<file path="config.mk">
export PLATFORM = sky130hd
export DESIGN_NAME = uart_tx_buffered
export DESIGN_NICKNAME = d
export VERILOG_FILES = /design/src/rtl/uart_tx_buffered.sv
export SDC_FILE = /design/constraint.sdc
export NUM_CORES = 1
export LEC_CHECK = 0
export BUFFER_PORTS_ARGS = -buffer_cell sky130_fd_sc_hd__buf_2
export CAP_MARGIN = 10
export CORE_MARGIN = 2
export CORE_UTILIZATION = 45
export DETAILED_ROUTE_END_ITERATION = 8
export PLACE_DENSITY = 0.58
export SLEW_MARGIN = 20
export SYNTH_ARGS = -nofsm -noshare
export SYNTH_HDL_FRONTEND = slang
export SYNTH_SLANG_ARGS = --single-unit
</file>
<file path="constraint.sdc">
create_clock -name clock -period 4.2 [get_ports clock]
set_input_delay 0.42 -clock clock [delete_from_list [all_inputs] [get_ports clock]]
set_output_delay 0.42 -clock clock [all_outputs]
set_load 0.02 [all_outputs]
</file>
<file path="src/rtl/uart_tx_buffered.sv">
// Buffered UART transmitter: a byte FIFO feeding a frame serializer whose
// format (5-8 data bits, optional parity, 1-2 stop bits, bit period) is latched per frame.
module uart_tx_buffered #(
  parameter int FIFO_DEPTH = 8,
  parameter int DIV_W      = 16
) (
  input  logic                        clock,
  input  logic                        rst,
  input  logic                        wr_en,
  input  logic [7:0]                  wr_data,
  input  logic [1:0]                  data_length,
  input  logic [1:0]                  parity_type,
  input  logic                        stop_bits,
  input  logic [DIV_W-1:0]            baud_div,
  output logic                        data_out,
  output logic                        tx_active,
  output logic                        tx_done,
  output logic                        full,
  output logic                        empty,
  output logic [$clog2(FIFO_DEPTH):0] level,
  output logic                        overflow
);
  localparam int AW = $clog2(FIFO_DEPTH);

  // IDLE: wait/pop | START: line 0 | DATA: N bits LSB first | PARITY | STOP: 1 or 2 high bits
  typedef enum logic [2:0] {S_IDLE, S_START, S_DATA, S_PARITY, S_STOP} state_t;

  logic [7:0]       mem_q [FIFO_DEPTH];
  logic [AW-1:0]    wr_ptr_q, wr_ptr_d, rd_ptr_q, rd_ptr_d;
  logic [AW:0]      level_q, level_d;
  state_t           state_q, state_d;
  logic [DIV_W-1:0] cnt_q, cnt_d, div_q, div_d;
  logic [7:0]       shreg_q, shreg_d;
  logic [2:0]       bit_idx_q, bit_idx_d, last_bit_q, last_bit_d;
  logic             par_en_q, par_en_d, par_bit_q, par_bit_d;
  logic             two_stop_q, two_stop_d, stop_idx_q, stop_idx_d;
  logic             data_out_q, data_out_d, tx_active_q, tx_active_d, tx_done_q, tx_done_d;
  logic             push, pop;
  logic [7:0]       mask, head_masked;

  assign full      = (level_q == (AW+1)'(FIFO_DEPTH));
  assign empty     = (level_q == '0);
  assign level     = level_q;
  assign pop       = (state_q == S_IDLE) && !empty;
  assign push      = wr_en && (!full || pop);
  assign overflow  = wr_en && full && !pop;
  assign data_out  = data_out_q;
  assign tx_active = tx_active_q;
  assign tx_done   = tx_done_q;

  always_comb begin
    case (data_length)
      2'b00:   mask = 8'h1F;
      2'b01:   mask = 8'h3F;
      2'b10:   mask = 8'h7F;
      default: mask = 8'hFF;
    endcase
    head_masked = mem_q[rd_ptr_q] & mask;
  end

  always_comb begin
    wr_ptr_d = push ? wr_ptr_q + 1'b1 : wr_ptr_q;
    rd_ptr_d = pop ? rd_ptr_q + 1'b1 : rd_ptr_q;
    case ({push, pop})
      2'b10:   level_d = level_q + 1'b1;
      2'b01:   level_d = level_q - 1'b1;
      default: level_d = level_q;
    endcase
  end

  always_comb begin
    state_d     = state_q;
    cnt_d       = cnt_q;
    div_d       = div_q;
    shreg_d     = shreg_q;
    bit_idx_d   = bit_idx_q;
    last_bit_d  = last_bit_q;
    par_en_d    = par_en_q;
    par_bit_d   = par_bit_q;
    two_stop_d  = two_stop_q;
    stop_idx_d  = stop_idx_q;
    data_out_d  = data_out_q;
    tx_active_d = tx_active_q;
    tx_done_d   = 1'b0;
    case (state_q)
      S_IDLE: begin
        data_out_d  = 1'b1;
        tx_active_d = 1'b0;
        if (pop) begin
          state_d     = S_START;
          data_out_d  = 1'b0;
          tx_active_d = 1'b1;
          cnt_d       = baud_div;
          div_d       = baud_div;
          shreg_d     = head_masked;
          bit_idx_d   = 3'd0;
          last_bit_d  = {1'b1, data_length};
          par_en_d    = parity_type[0] ^ parity_type[1];
          par_bit_d   = (^head_masked) ^ (parity_type == 2'b01);
          two_stop_d  = stop_bits;
          stop_idx_d  = 1'b0;
        end
      end
      default: begin
        if (cnt_q != '0) begin
          cnt_d = cnt_q - 1'b1;
        end else begin
          cnt_d = div_q;
          case (state_q)
            S_START: begin
              state_d    = S_DATA;
              data_out_d = shreg_q[0];
            end
            S_DATA: begin
              if (bit_idx_q == last_bit_q) begin
                state_d    = par_en_q ? S_PARITY : S_STOP;
                data_out_d = par_en_q ? par_bit_q : 1'b1;
              end else begin
                bit_idx_d  = bit_idx_q + 3'd1;
                shreg_d    = shreg_q >> 1;
                data_out_d = shreg_q[1];
              end
            end
            S_PARITY: begin
              state_d    = S_STOP;
              data_out_d = 1'b1;
            end
            default: begin
              data_out_d = 1'b1;
              if (two_stop_q && !stop_idx_q) begin
                stop_idx_d = 1'b1;
              end else begin
                state_d     = S_IDLE;
                tx_active_d = 1'b0;
                tx_done_d   = 1'b1;
              end
            end
          endcase
        end
      end
    endcase
  end

  // Storage needs no reset: contents are only visible through the pointers.
  always_ff @(posedge clock) begin
    if (push) mem_q[wr_ptr_q] <= wr_data;
  end

  always_ff @(posedge clock or posedge rst) begin
    if (rst) begin
      wr_ptr_q    <= '0;
      rd_ptr_q    <= '0;
      level_q     <= '0;
      state_q     <= S_IDLE;
      cnt_q       <= '0;
      div_q       <= '0;
      shreg_q     <= '0;
      bit_idx_q   <= '0;
      last_bit_q  <= '0;
      par_en_q    <= 1'b0;
      par_bit_q   <= 1'b0;
      two_stop_q  <= 1'b0;
      stop_idx_q  <= 1'b0;
      data_out_q  <= 1'b1;
      tx_active_q <= 1'b0;
      tx_done_q   <= 1'b0;
    end else begin
      wr_ptr_q    <= wr_ptr_d;
      rd_ptr_q    <= rd_ptr_d;
      level_q     <= level_d;
      state_q     <= state_d;
      cnt_q       <= cnt_d;
      div_q       <= div_d;
      shreg_q     <= shreg_d;
      bit_idx_q   <= bit_idx_d;
      last_bit_q  <= last_bit_d;
      par_en_q    <= par_en_d;
      par_bit_q   <= par_bit_d;
      two_stop_q  <= two_stop_d;
      stop_idx_q  <= stop_idx_d;
      data_out_q  <= data_out_d;
      tx_active_q <= tx_active_d;
      tx_done_q   <= tx_done_d;
    end
  end
endmodule

</file>
* Word-level counts from Yosys, hierarchy flattened *
Memories as Yosys holds them, arrays and structs flattened.
Cells that the tools add are included.

storage, ports and cells
  register bits after elaboration = 66
  memory bits (writable) = 64
  bits of input ports = 32
  output and inout port bits = 10
  word-level logic and storage cells = 111
  memories kept = 1

cells by class
  add/sub/neg operators = 6
  equality and inequality tests = 17
  multiplexer cells = 44
  bitwise logic cells = 3
  reduce and logical (&&, ||, !) cells = 24

memories
  name   depth  bits a word  read ports  clocked after memory_dff  write ports  RTL line  RTL
  mem_q  8      8            1           0                         1            28        logic [7:0] mem_q [FIFO_DEPTH];

operator list
  operator                                              count
  two-way mux 16 bit                                    3
  two-way mux 8 bit                                     5
  two-way mux 3 bit                                     11
  case mux 8 bit (3 select lines)                       1
  two-way mux 1 bit                                     21
  nonzero test 16 bit                                   1
  subtractor 16 x 1 -> 16 bit (second input constant)   1
  AND reduction 4 bit                                   3
  adder 3 x 1 -> 3 bit (second input constant)          3
  case mux 3 bit (3 select lines)                       1
  AND 8 bit                                             1
  != test 2 bit (second input constant)                 4
  case mux 4 bit (2 select lines)                       1
  XOR reduction 8 bit                                   1
  equality test 2 x 1 -> 1 bit (second input constant)  3
  equality test 3 x 2 -> 1 bit (second input constant)  2
  nonzero test 2 bit                                    3
  logical AND 1 bit                                     5
  != test 5 x 2 -> 1 bit (second input constant)        1
  adder 4 x 1 -> 4 bit (second input constant)          1
  equality test 2 bit (second input constant)           2
  equality test 4 bit (second input constant)           1
  zero test 1 bit                                       4
  zero test 4 bit                                       1
  13 further kinds                                      14

* Depth between registers and ports, before layout *
  word-level depth = 7
  gate-level depth with buffers = 11
  gate-level depth less buffers = 9

* Worst setup path after synthesis *
Ideal clock, no wire load.

  path kind = reg-to-reg
  from = reg level_q[2], in the netlist level[2]
  to = reg level_q[3], in the netlist level[3]
  setup time = 0.080 ns
  arrival = 2.529 ns
  required time = 4.120 ns
  path slack = 1.590 ns
  cell stages (with the launch flop) = 11
  buffers on the path = 1
  period minus slack after synthesis = 2.610 ns
  cells stage by stage = dfrtp_1 -> nor4_1 -> clkbuf_1 -> or3_1 -> inv_2 -> ha_1 -> a21o_1 -> a21oi_1 -> nor3_1 -> a21oi_1 -> xnor2_1

on the way
  word-level cells in the longest chain between the ends = 7
  elaborated cells between the ends (all ways) = 13
  classes of those cells = 2 x add/sub; 3 x eq/ne; 1 x mux; 7 x reduce/logical

ends and longest elaborated chain
  element                                                                       RTL line  RTL
  from (decl)                                                                   30        logic [AW:0] level_q, level_d;
  from (signal assigned)                                                        170       level_q <= level_d;
  zero test 4 bit (*)                                                           42        assign empty = (level_q == '0);
  via empty                                                                     19        output logic empty,
  zero test 1 bit (*)                                                           44        assign pop = (state_q == S_IDLE) && !empty;
  logical AND 1 bit (*)                                                         44
  logical OR 1 bit                                                              45        assign push = wr_en && (!full || pop);
  logical AND 1 bit                                                             45
  equality test 2 x 1 -> 1 bit / equality test 2 bit (equally long branches)    64        case ({push, pop})
  case mux 4 bit (2 select lines) / nonzero test 2 bit (equally long branches)  -

The timed path passes the listed nets; every way through them passes the cells marked *.
A chain may end at the register's enable or synchronous reset.

* Final worst setup path *
  from = reg state_q[0]
  to = reg level_q[3], in the netlist level[3]

on the way
  word-level cells in the longest chain between the ends = 6
  elaborated cells between the ends (all ways) = 8
  classes of those cells = 2 x eq/ne; 1 x mux; 5 x reduce/logical

ends and longest elaborated chain
  element                                                                       RTL line  RTL
  from (decl)                                                                   31        state_t state_q, state_d;
  from (signal assigned)                                                        171       state_q <= state_d;
  zero test 3 bit (*)                                                           44
  logical AND 1 bit (*)                                                         44
  logical OR 1 bit                                                              45
  logical AND 1 bit                                                             45
  equality test 2 x 1 -> 1 bit / equality test 2 bit (equally long branches)    64
  case mux 4 bit (2 select lines) / nonzero test 2 bit (equally long branches)  -

Every way passes the cells marked *; elsewhere a longest branch is shown, timed or not.

==> impl_metrics.toml <==
[synthesis]
synth-seq-area-share_pct = 60.3
synth_cell_types = 55
async_reset_ff_share_pct = 50.8
synth_edf_count = 64
ys.flop_type = "dfrtp_1"
syn-num-nets = 550
synthCells = 509
yosysWarnings = 0
synth_seq_cells = 130
synth.cell_area_mm2 = 0.00593
syn_area_per_cell_um2 = 11.6

[routing]
drt_pass1_iterations = 4
drt_wl_total_um = 12200
viasPerCell = 5.22
drt-wirelength-per-cell_um = 16.4
num_vias = 3887
drt-initial-drc-count = 265
final_antenna_net_count = 0
drc = 0

[timing]
max_freq_ghz = 0.353
hold_slack_ns = 0.169
period_needed_ns = 2.84
fin_setup_tns_ns = 0
hold_viol_final = 0
setup_viol = 0
timing.final.crit_share_pct = 67.5
maxSlewViolCount = 0
worst_pin_slew_ns = 0.876
maxSlewHeadroom_pct = 41.6
rsz0062_at_grt = "false"
fin_skew_ns = 0.0183

[cts]
tritoncts = "done"
cts_resized = 0
cts_buffer_depth = 2
clk_latency_ns = 0.43
numCtsBuffers = 17
cts_root_buf = "clkbuf_16"
cts_setup_buffers = 0
clock_sinks = 130
ctsHtreeMaxLevel = 4
clkTransAtPathRegs_ns = 0.06
postCtsHoldBufs = 0

[place]
numPortBuffers = 41
place_area_mm2 = 0.00636
gp_congestion = 0.877
dp_hpwl_um = 8150

[power]
p_leak_nw = 2.82
vdd_drop_max_v = 0.000414
p_per_area_mw_per_mm2 = 774

[global_route]
grt_max_degree = 41
grt_pass1_wl_um = 20700
grtUsageTotal_pct = 19.0
overflow = 0
grt_pass1_vias = 4022
antenna_found_initial = 0

[finish]
final_area_mm2 = 0.00693
drive_gt1_share_pct = 20.5
fin_nets = 600
antenna_cells = 0
area.growth.synth_to_final_pct = 16.9

[die]
core_region_area_mm2 = 0.0127
die_y_um = 119
pin_count = 42
die_w_um = 119
num_rows = 41
die_area_mm2 = 0.0141
start_util_pct = 46.6

[worst_setup_path]
path_class = "flip-flop to flip-flop"
timing.critical_path.required_ns = 4.56
start_kind = "flip-flop"
rrSetupSlack_ns = 1.36
cp_cell_sequence = "or3_1, or3_1, inv_2, ha_1, a21o_1, a21oi_1, nor3_1, a21oi_1, xnor2_1"
critPathMaxStageDelay_ns = 0.75
cp_max_fo = 23
slowest_stage = "or3_1"
crit_arrival_ns = 3.19
crit_family = "simple AND/OR/NAND/NOR gates"
end_kind = "flip-flop"
cp_num_buf_inv = 1

[run_status]
outcome = "complete, no violations"

[hold_path]
hp-class = "input pin to async pin"

[run]
drv_cap = 0
==> logic make-up after synthesis <==
group	Yosys count	synth area share [%]
AOI/OAI and AO/OA	94	9.46
muxes	30	8.40
xor gates and xnor gates	20	3.08
DFF	130	60.3
buffers and inverters	38	2.81
and+or+nand+nor	188	13.9
adders and majority gates	9	2.03
==> flip-flops by register name, indices dropped and copies added (netlist names), 3 cells and up <==
| name | cells |
|---|---|
| wr_ptr_q | 3 |
| bit_idx_q | 3 |
| shreg_q | 8 |
| rd_ptr_q | 3 |
| level | 4 |
| state_q | 3 |
| mem_q | 64 |
| last_bit_q | 3 |
| cnt_q | 16 |
| div_q | 16 |
==> path summary, 6_finish.rpt <==
check	start	end	cells after the start
worst max-delay path	state_q[0]$_DFFE_PP0P_	level[3]$_DFFE_PP0P_	9
worst min-delay path	rst	level[0]$_DFFE_PP0P_	2
worst max register to register	state_q[0]$_DFFE_PP0P_	level[3]$_DFFE_PP0P_	9
worst min register to register	div_q[15]$_DFFE_PP0P_	div_q[15]$_DFFE_PP0P_	2
max in group asynchronous	rst	rd_ptr_q[1]$_DFFE_PP0N_	3
min in group clock	stop_bits	two_stop_q$_DFFE_PP0P_	3
==> power breakdown <==
| group | switching, mW | leakage, nW | total (mW) | internal [mW] |
|---|---|---|---|---|
| combinational | 1.02 | 1.17 | 1.86 | 0.841 |
| sequential | 0.351 | 1.38 | 2.09 | 1.74 |
| clock | 0.587 | 0.268 | 1.41 | 0.828 |
==> area by class of cell <==
cell class,instances,area [um2]
Clock buffer,17,425
Clock inverter,15,145
Fill cell,1147,5790
Inverter,12,45.0
Multi-Input combinational cell,341,2200
Sequential cell,130,3580
Tap cell,172,215
Timing Repair Buffer,57,325
==> cell usage after synthesis, drive strengths merged (2+ instances only) <==
cell    number  area share, %
a211oi       3           0.46
a21o         2           0.25
a21oi       30            2.5
a31oi        2           0.21
and2         3           0.32
and3         5           0.53
buf         11            1.1
clkbuf      15           0.95
dfrtp       65             27
edfxtp      64             32
ha           8            1.7
inv         12           0.76
mux2         2           0.38
mux2i       14            2.7
mux4        14            5.3
nand2       99            6.3
nand2b       6           0.63
nand3        4           0.34
nor2        38            2.4
nor3        16            1.4
nor4         5           0.53
o211ai      11            1.4
o21a         2           0.25
o21ai       33            2.8
o22a         2           0.30
o31ai        3           0.38
or3          5           0.53
xnor2       15            2.3
xor2         5           0.74
==> metal layers <==
metal	vias up	global-route usage, %	share of wire [%]
met5	-	0	0
met4	0	6.25	0.79
met3	7	4.68	2.7
met2	50	31.2	49
met1	1895	24.7	47
li1	1935	-	-
==> metrics by stage <==
step / cells / power [mW] / worst slack (ns) / util (%)
after floorplan: 509 / 3.51 / 1.59 / -
after global placement: 712 / 3.94 / 1.41 / 50.0
after detailed placement: 712 / 4.00 / 1.33 / 50.0
after CTS: 744 / 5.43 / 1.32 / 54.5
after global routing: 744 / 5.76 / 1.10 / 54.5
final: 744 / 5.37 / 1.36 / 54.5
==> cell usage in the layout, fill, tap and decap left out, types with 3 or more instances in the layout <==
cell / netlist / final
a21oi_1: 30 / 30
and2_1: 3 / 3
and3_1: 5 / 5
buf_2: 7 / 41
buf_4: 2 / 16
clkbuf_16: 0 / 17
clkinvlp_4: 0 / 4
dfrtp_1: 65 / 64
edfxtp_1: 64 / 64
ha_1: 8 / 8
inv_1: 10 / 9
inv_2: 2 / 3
inv_6: 0 / 7
mux2i_1: 11 / 11
mux4_2: 14 / 14
nand2_1: 99 / 99
nand2b_1: 6 / 6
nand3_1: 4 / 4
nor2_1: 38 / 37
nor3_1: 15 / 14
nor4_1: 5 / 4
o211ai_1: 11 / 11
o21ai_0: 6 / 6
o21ai_1: 27 / 27
o31ai_1: 3 / 3
or3_1: 5 / 5
xnor2_1: 14 / 14
xor2_1: 5 / 5
Note: power is estimated with default switching activity, not from simulation.
